==> src/rtl/mpf_uart_pkg.sv <==
// Shared definitions for the mpf UART transmitter (and its receiver companion).
package mpf_uart_pkg;

  typedef enum logic [2:0] {
    IDLE,
    START,
    DATA,
    PARITY,
    STOP
  } uart_state_e;

  localparam int unsigned DATA_BITS            = 8;
  localparam int unsigned FRAME_BITS_NO_PARITY = 10;
  localparam int unsigned FRAME_BITS_PARITY    = 11;

  // Clock cycles per line symbol, truncated toward zero.
  function automatic int unsigned cycles_per_symbol(input int unsigned clk_hz,
                                                    input int unsigned baud);
    return clk_hz / baud;
  endfunction

endpackage

==> src/rtl/mpf_uart_baud_counter.sv <==
// Symbol timer: loads CYCLES, counts down to 1; done marks the last cycle of a symbol.
module mpf_uart_baud_counter #(
  parameter int unsigned CYCLES = 217
) (
  input  logic clock,
  input  logic reset,
  input  logic load,
  output logic done
);

  localparam int unsigned W = $clog2(CYCLES + 1);

  logic [W-1:0] count_q;

  // Reload on bit entry, otherwise count down and rest at zero.
  always_ff @(posedge clock or posedge reset) begin
    if (reset) begin
      count_q <= '0;
    end else if (load) begin
      count_q <= W'(CYCLES);
    end else if (count_q != '0) begin
      count_q <= count_q - W'(1);
    end
  end

  assign done = (count_q == W'(1));

endmodule

==> src/rtl/mpf_uart_transmitter.sv <==
// UART transmitter: 1 start, 8 data LSB first, 1 stop, idle high, with a
// one-byte holding register so back-to-back frames abut.
// Optional even parity bit before stop: define MPF_UART_TX_PARITY_EN.
module mpf_uart_transmitter
  import mpf_uart_pkg::*;
#(
  parameter int unsigned clock_frequency = 25000000,
  parameter int unsigned baud_rate       = 115200
) (
  input  logic       clock,
  input  logic       reset,
  input  logic [7:0] byte_data,
  input  logic       byte_valid,
  output logic       byte_ready,
  output logic       tx,
  output logic       busy
);

  localparam int unsigned clock_cycles_in_symbol =
    cycles_per_symbol(clock_frequency, baud_rate);

  generate
    if (clock_cycles_in_symbol < 2) begin : g_bad_cfg
      $error("mpf_uart_transmitter: clock_frequency/baud_rate must be >= 2");
    end
  endgenerate

  uart_state_e state_q;
  logic [7:0]  shift_q;
  logic [2:0]  bit_idx_q;
  logic        tx_q;
  logic [7:0]  hold_data_q;
  logic        hold_full_q;
`ifdef MPF_UART_TX_PARITY_EN
  logic        parity_q;
`endif

  logic sym_load;
  logic sym_done;
  logic start_frame;
  logic accept;

  mpf_uart_baud_counter #(
    .CYCLES(clock_cycles_in_symbol)
  ) u_baud (
    .clock(clock),
    .reset(reset),
    .load (sym_load),
    .done (sym_done)
  );

  // Frame start (from idle or straight out of stop), symbol reload and handshake.
  always_comb begin
    start_frame = 1'b0;
    sym_load    = 1'b0;
    accept      = byte_valid & ~hold_full_q;
    if (state_q == IDLE) begin
      start_frame = hold_full_q;
      sym_load    = hold_full_q;
    end else begin
      sym_load = sym_done;
      if (state_q == STOP) start_frame = sym_done & hold_full_q;
    end
  end

  // Frame FSM with registered tx, shift register and holding register.
  always_ff @(posedge clock or posedge reset) begin
    if (reset) begin
      state_q     <= IDLE;
      shift_q     <= '0;
      bit_idx_q   <= '0;
      tx_q        <= 1'b1;
      hold_data_q <= '0;
      hold_full_q <= 1'b0;
`ifdef MPF_UART_TX_PARITY_EN
      parity_q    <= 1'b0;
`endif
    end else begin
      // Drain and accept are mutually exclusive because ready is !full.
      if (start_frame) hold_full_q <= 1'b0;
      if (accept) begin
        hold_data_q <= byte_data;
        hold_full_q <= 1'b1;
      end

      if (start_frame) begin
        shift_q <= hold_data_q;
`ifdef MPF_UART_TX_PARITY_EN
        parity_q <= ^hold_data_q;
`endif
        state_q <= START;
        tx_q    <= 1'b0;
      end else begin
        case (state_q)
          START: if (sym_done) begin
            state_q   <= DATA;
            bit_idx_q <= '0;
            tx_q      <= shift_q[0];
          end
          DATA: if (sym_done) begin
            if (bit_idx_q == 3'(DATA_BITS - 1)) begin
`ifdef MPF_UART_TX_PARITY_EN
              state_q <= PARITY;
              tx_q    <= parity_q;
`else
              state_q <= STOP;
              tx_q    <= 1'b1;
`endif
            end else begin
              bit_idx_q <= bit_idx_q + 3'd1;
              shift_q   <= {1'b0, shift_q[7:1]};
              tx_q      <= shift_q[1];
            end
          end
          PARITY: if (sym_done) begin
            state_q <= STOP;
            tx_q    <= 1'b1;
          end
          STOP: if (sym_done) begin
            state_q <= IDLE;
            tx_q    <= 1'b1;
          end
          default: begin
            state_q <= IDLE;
            tx_q    <= 1'b1;
          end
        endcase
      end
    end
  end

  assign tx         = tx_q;
  assign byte_ready = ~hold_full_q;
  assign busy       = (state_q != IDLE) | hold_full_q;

endmodule
==> config.mk <==
export PLATFORM = sky130hd
export DESIGN_NAME = mpf_uart_transmitter
export DESIGN_NICKNAME = d
export VERILOG_FILES = /design/src/rtl/mpf_uart_pkg.sv /design/src/rtl/mpf_uart_baud_counter.sv /design/src/rtl/mpf_uart_transmitter.sv
export SDC_FILE = /design/constraint.sdc
export NUM_CORES = 1
export LEC_CHECK = 0
export BUFFER_PORTS_ARGS = -buffer_cell sky130_fd_sc_hd__buf_2
export CORE_ASPECT_RATIO = 0.5
export CORE_UTILIZATION = 35
export CTS_CLUSTER_SIZE = 28
export DETAILED_ROUTE_END_ITERATION = 16
export PLACE_DENSITY_LB_ADDON = 0.12
export SLEW_MARGIN = 25
export SYNTH_ARGS = -nofsm -noshare
export SYNTH_HDL_FRONTEND = slang
export SYNTH_SLANG_ARGS = --single-unit
==> constraint.sdc <==
create_clock -name clock -period 2.8 [get_ports clock]
set_input_delay 0.28 -clock clock [delete_from_list [all_inputs] [get_ports clock]]
set_output_delay 0.28 -clock clock [all_outputs]
set_load 0.01 [all_outputs]
==> results.json, run 1 <==
{
  "status": "finished with violations",
  "violations": "design-rule violations",
  "wl_per_cell_um": 13.97,
  "route.detailed.drc": 1,
  "end_kind": "flip-flop",
  "areaGrowthSynthToFinish_pct": 13.60,
  "synthArstFlopShare_pct": 100.0,
  "htreeDepth": 2,
  "clk_latency_ns": 0.28,
  "cts_tree": "done",
  "ant_nets": 0,
  "max_stage_delay_ns": 0.41,
  "syn-num-nets": 165,
  "synth_xor_area_share_pct": 2.152,
  "num_rows": 17,
  "synthCells": 149,
  "vdd_drop_max_uv": 331.6,
  "crit_arrival_ns": 2.40,
  "fin_ws_ns": 0.5630,
  "via_per_inst": 5.237,
  "crit_chain": "ha_1, ha_1, nor4b_1, and4_2, mux2_2, mux2_2",
  "wirelength_mm": 3.130,
  "clockBufferDepth": 2,
  "syn_avg_cell_area_um2": 10.92,
  "setup_viol": 0,
  "cellLeakagePower_nw": 0.8037,
  "p_per_area_nw_per_um2": 913.3,
  "io_pins": 14,
  "synth_seq_area_share_pct": 49.27,
  "synth_compound_area_share_pct": 13.76,
  "layout-drive-gt1-share_pct": 27.54,
  "slowest_stage": "dfrtp_1",
  "cts.sinks": 32,
  "min_path_type": "primary input to async pin",
  "core_um2": 4424,
  "cts-resized-gates": 0,
  "grt_overflow": 0,
  "crit_type": "flip-flop to flip-flop",
  "first_pass_iters": 10,
  "grt_pass1_wl_mm": 5.623,
  "gp_congestion": 0.7348,
  "synthMuxAreaShare_pct": 10.15,
  "grt_max_degree": 33,
  "via_count": 1173,
  "synth_top_family_by_area": "simple AND/OR/NAND/NOR gates",
  "rr_worst_depth": 6,
  "port_buffers": 13,
  "min_period_over_period_pct": 79.89,
  "final_nets": 182,
  "critPathLaunchType": "flip-flop",
  "syn_area_um2": 1628,
  "post-place-ws_ns": 0.6036,
  "die_h_um": 50.23,
  "path_clk_slew_ns": 0.07,
  "antenna_cells": 0,
  "grt_pass1_vias": 1177,
  "max_freq_mhz": 447.0,
  "synth_fa_ha_area_share_pct": 3.843,
  "dpl.hpwl_mm": 2.148,
  "dieWidth_um": 98.45,
  "finalHoldViolations": 0,
  "drt-initial-drc-count": 93,
  "period_needed_ns": 2.237,
  "yosysWarnings": 0,
  "synthSimpleGateAreaFrac_pct": 17.06,
  "clockRootBuffer": "clkbuf_8",
  "ys_types": 44,
  "crit-reg2reg-launch": "bit_idx_q[0]$_DFFE_PP0P_",
  "ys_ff_latch": 32,
  "die_area_um2": 4944,
  "crit_required_ns": 2.97,
  "relSlewSlack_pct": 50.46,
  "finalSetupTns_ns": 0,
  "maxCapViolations": 0,
  "tightest_slew_ns": 0.7415,
  "antenna_found_initial": 0,
  "crit_fanout": 9,
  "grt_use_total_pct": 14.89,
  "ctsHoldBuffers": 0,
  "start_util_pct": 36.79,
  "cts_buffers": 5,
  "slew_violations": 0,
  "rsz0062_at_grt": "no",
  "finalClockSkew_ns": 0.01246,
  "synthFlopType": "dfrtp_1",
  "postCtsSetupRepairBufs": 0,
  "synth_edf_count": 0,
  "reg2reg_to": "shift_q[0]$_DFFE_PP0P_",
  "r2r_slack_ns": 0.56
}
==> layout make-up <==
cell class	instances	area, µm²
fillers	445	2575
flip-flops and latches	32	802.0
multi-input cells	103	764.5
repair buffers	16	87.58
clock buffers	7	86.33
well taps	57	71.32
inverters	8	30.03
clock inverters	1	7.507
==> synthesized netlist by cell type, types with 2 or more instances <==
master	instances	area, µm²
a221o_1	5	50.05
nor2_1	16	60.06
a21oi_1	4	20.02
clkbuf_1	4	15.01
xnor2_1	4	35.03
a22o_1	2	17.52
nand2_1	14	52.55
o21ai_0	5	25.02
mux2i_1	3	30.03
mux2_2	12	135.1
nor3b_1	2	15.01
nor3_1	2	10.01
dfrtp_1	31	775.7
a211oi_1	3	22.52
ha_1	5	62.56
inv_1	8	30.03
nor2b_1	2	12.51
==> per-stage QoR <==
stage	hold WS (ns)	instance area, µm²	instances	total power, mW	util [%]
6_report	0.07160	1849	224	1.689	41.80
5_1_grt	0.1276	1849	224	1.827	41.80
4_1_cts	0.07357	1849	224	1.716	41.80
3_5_place_dp	0.3901	1755	216	1.329	39.68
3_3_place_gp	0.3916	1755	216	1.317	39.68
2_1_floorplan	0.3955	1628	149	1.190	-
==> placed cells by master, fill, tap and decap left out, types with 2 or more instances in the layout <==
cell type  Yosys  layout
dfrtp_1       31      31
nor2_1        16      16
nand2_1       14      14
buf_2          1      13
mux2_2        12      12
inv_1          8       8
clkbuf_8       0       6
a221o_1        5       5
o21ai_0        5       5
ha_1           5       5
xnor2_1        4       4
a21oi_1        4       4
mux2i_1        3       3
a211oi_1       3       3
buf_4          0       3
nor3b_1        2       2
nor2b_1        2       2
nor3_1         2       2
a22o_1         2       2
==> where the power goes <==
group	internal, mW	switching [mW]	total (mW)
sequential	0.651	0.164	0.816
clock	0.200	0.172	0.372
combinational	0.266	0.235	0.501
total	1.12	0.572	1.69
==> cells by family (layout without fill, tap and decap cells) <==
group / count (synthesis) / in the layout
DFF: 32 / 32
AOI/OAI and AO/OA: 29 / 29
and+or+nand+nor: 50 / 50
adders and majority gates: 5 / 5
muxes: 15 / 15
xor gates and xnor gates: 4 / 4
buffers and inverters: 14 / 32
==> metal layers <==
layer	share of wire, %	global-route usage (%)
met3	2.3	5.014
met4	0	3.731
met2	45	23.83
met5	0	0
met1	53	19.56
==> worst max path at each step <==
stage                                         from                      to  slack (ns)  cells past startpoint
after floorplan           bit_idx_q[0]$_DFFE_PP0P_  shift_q[0]$_DFFE_PP0P_        0.71                      7
after CTS                 bit_idx_q[0]$_DFFE_PP0P_  shift_q[0]$_DFFE_PP0P_        0.57                      6
after detailed placement  bit_idx_q[0]$_DFFE_PP0P_  shift_q[0]$_DFFE_PP0P_        0.60                      6
after global placement    bit_idx_q[0]$_DFFE_PP0P_  shift_q[0]$_DFFE_PP0P_        0.61                      6
after global routing      bit_idx_q[0]$_DFFE_PP0P_  shift_q[0]$_DFFE_PP0P_        0.46                      6
final                     bit_idx_q[0]$_DFFE_PP0P_  shift_q[0]$_DFFE_PP0P_        0.56                      6
==> registers in the layout, summed over array words and instances (netlist names) <==
register        count
hold_data_q         8
shift_q             8
u_baud.count_q      8
bit_idx_q           3
state_q             3
hold_full_q         1
tx                  1
==> worst max-delay path: cells and delay by family (launching register included) <==
kind                       cells  cell delay, ns
and+or+nand+nor                2            0.66
muxes                          2            0.61
adders and majority gates      2            0.44
DFF                            1            0.41
Power figures use the tool's default switching activity.
==> run 2: changes to the inputs <==
Clock period 2.8 ns to 2.3 ns, I/O delays scaled along.
==> run 2 against run 1 <==
The run still ends with design-rule violations left; critical path depth is the same; utilization grew 0.99 points; clock power grew 43%; clock skew shrank 0.0054 ns; critical endpoint is now shift_q[1]$_DFFE_PP0P_; via count grew 1.6%; highest routed layer is now met4; die area is the same; first-iteration DRC count grew 4.3%; wire length grew 3.1%.
==> results.json, run 2 (synthesis gave the netlist of run 1 again) <==
{
  "status": "finished with violations",
  "violations": "design-rule violations",
  "finalHoldViolations": 0,
  "clockRootBuffer": "clkbuf_8",
  "max_freq_mhz": 473.5,
  "crit_buf_inv": 0,
  "fin_area_um2": 1893,
  "grt_pass1_vias": 1113,
  "dieWidth_um": 98.45,
  "postCtsSetupRepairBufs": 0,
  "crit_chain": "ha_1, ha_1, nor4b_1, and4_2, mux2_2, mux2_2",
  "start_util_pct": 36.79,
  "cts_buffers": 5,
  "crit_family": "multiplexers",
  "postPlaceCellArea_um2": 1785,
  "cts-resized-gates": 0,
  "reg_top3": "hold_data_q: 8 flops, shift_q: 8 flops, u_baud.count_q: 8 flops",
  "antenna_found_initial": 0,
  "min_period_over_period_pct": 91.83,
  "power_switching_uw": 702.4,
  "path_clk_slew_ns": 0.07,
  "period_needed_ns": 2.112,
  "via_per_inst": 5.228,
  "first_pass_iters": 10,
  "io_pins": 14,
  "ctsHoldBuffers": 0,
  "crit_required_ns": 2.47,
  "crit_fanout": 5,
  "relSlewSlack_pct": 59.25,
  "finalClockSkew_ns": 0.007020,
  "mostFrequentLayoutCell": "dfrtp_1",
  "grt_overflow": 0,
  "grt_use_total_pct": 14.91,
  "drt-initial-drc-count": 97,
  "p_per_area_nw_per_um2": 1132,
  "wirelength_mm": 3.226,
  "core_um2": 4424,
  "p_clk_share_pct": 24.8,
  "internal_power_mw": 1.441,
  "num_rows": 17,
  "cts.sinks": 32,
  "clockBufferDepth": 2,
  "ant_nets": 0,
  "critPathLaunchType": "flip-flop",
  "crit_type": "flip-flop to flip-flop",
  "port_buffers": 13,
  "grt_pass1_wl_mm": 5.540,
  "fill_cells": 443,
  "switching_share_pct": 32.77,
  "rsz0062_at_grt": "no",
  "gp_congestion": 0.7376,
  "htreeDepth": 2,
  "die_area_um2": 4944,
  "areaGrowthSynthToFinish_pct": 16.30,
  "route.detailed.drc": 1,
  "antenna_cells": 0,
  "vdd_drop_max_uv": 442.0,
  "slew_violations": 0,
  "seqPwrFrac_pct": 46.1,
  "tightest_slew_ns": 0.5958,
  "layout-drive-gt1-share_pct": 29.24,
  "clk_latency_ns": 0.28,
  "maxCapViolations": 0,
  "wl_per_cell_um": 14.15,
  "cts_tree": "done",
  "slowest_stage": "dfrtp_1",
  "cellLeakagePower_nw": 0.8349,
  "rr_worst_depth": 6,
  "grt_max_degree": 33,
  "fin_util_pct": 42.79,
  "crit_arrival_ns": 2.28,
  "final_cell_mix": "dfrtp_1 (31), nor2_1 (16), nand2_1 (14)",
  "finalSetupTns_ns": 0,
  "min_path_type": "primary input to async pin",
  "die_h_um": 50.23,
  "setup_viol": 0,
  "cp.depth": 6,
  "end_kind": "flip-flop",
  "via_count": 1192,
  "dpl.hpwl_mm": 2.241,
  "max_stage_delay_ns": 0.41,
  "combPwrFrac_pct": 29.1,
  "final_nets": 186
}
## run 2: cell count changes in the layout (fill, tap and decap cells not counted), sizes merged
cell,delta
clkbuf,-1
clkinvlp,-1
buf,+4
clkinv,+1
bufinv,+1
## run 2: final cells by class
class	count	area (µm²)	area share (%)
Clock buffer	6	72.57	3.833
Clock inverter	2	35.03	1.851
Inverter	8	30.03	1.586
Multi-Input combinational cell	103	764.5	40.38
Sequential cell	32	802.0	42.37
Tap cell	57	71.32	3.767
Timing Repair Buffer	20	117.6	6.213
## run 2: power groups by stage
| stage | logic, mW | clock network, mW | registers (mW) |
|---|---|---|---|
| after floorplan | 0.513 | 0 | 0.936 |
| after global placement | 0.613 | 0 | 0.998 |
| after detailed placement | 0.627 | 0 | 0.997 |
| after CTS | 0.634 | 0.544 | 0.990 |
| after global routing | 0.701 | 0.569 | 1.03 |
| final | 0.623 | 0.531 | 0.989 |
## run 2: per-layer routing
layer / routed length, µm / vias up / global-route usage (%) / part of all wire (%)
met2: 1418 / 24 / 22.18 / 44
met3: 95 / 3 / 4.596 / 2.9
li1: - / 579 / - / -
met4: 18 / 0 / 5.224 / 0.56
met1: 1694 / 586 / 20.60 / 53
met5: 0 / - / 0 / 0
## run 2: tightest hold or removal path, delay by kind of cell
| family | cells | cell delay [ns] |
|---|---|---|
| buffers and inverters | 3 | 0.50 |
## run 2: final timing paths
kind	startpoint	slack [ns]	endpoint
setup / recovery	bit_idx_q[0]$_DFFE_PP0P_	0.19	shift_q[1]$_DFFE_PP0P_
hold / removal	reset	0.02	bit_idx_q[0]$_DFFE_PP0P_
setup reg to reg	bit_idx_q[0]$_DFFE_PP0P_	0.19	shift_q[1]$_DFFE_PP0P_
hold reg to reg	hold_data_q[6]$_DFFE_PP0P_	0.51	hold_data_q[6]$_DFFE_PP0P_
max in group asynchronous	reset	1.95	tx$_DFFE_PP1P_
min in group clock	byte_data[6]	0.17	hold_data_q[6]$_DFFE_PP0P_
## run 2: per-stage QoR
| stage | hold WS (ns) | std cells | power [mW] | setup slack, ns |
|---|---|---|---|---|
| after floorplan | 0.3455 | 149 | 1.449 | 0.2133 |
| after global placement | 0.3426 | 220 | 1.611 | 0.2589 |
| after detailed placement | 0.3421 | 220 | 1.624 | 0.2418 |
| after CTS | 0.03737 | 228 | 2.168 | 0.2009 |
| after global routing | 0.09095 | 228 | 2.302 | 0.07630 |
| final | 0.02190 | 228 | 2.143 | 0.1879 |
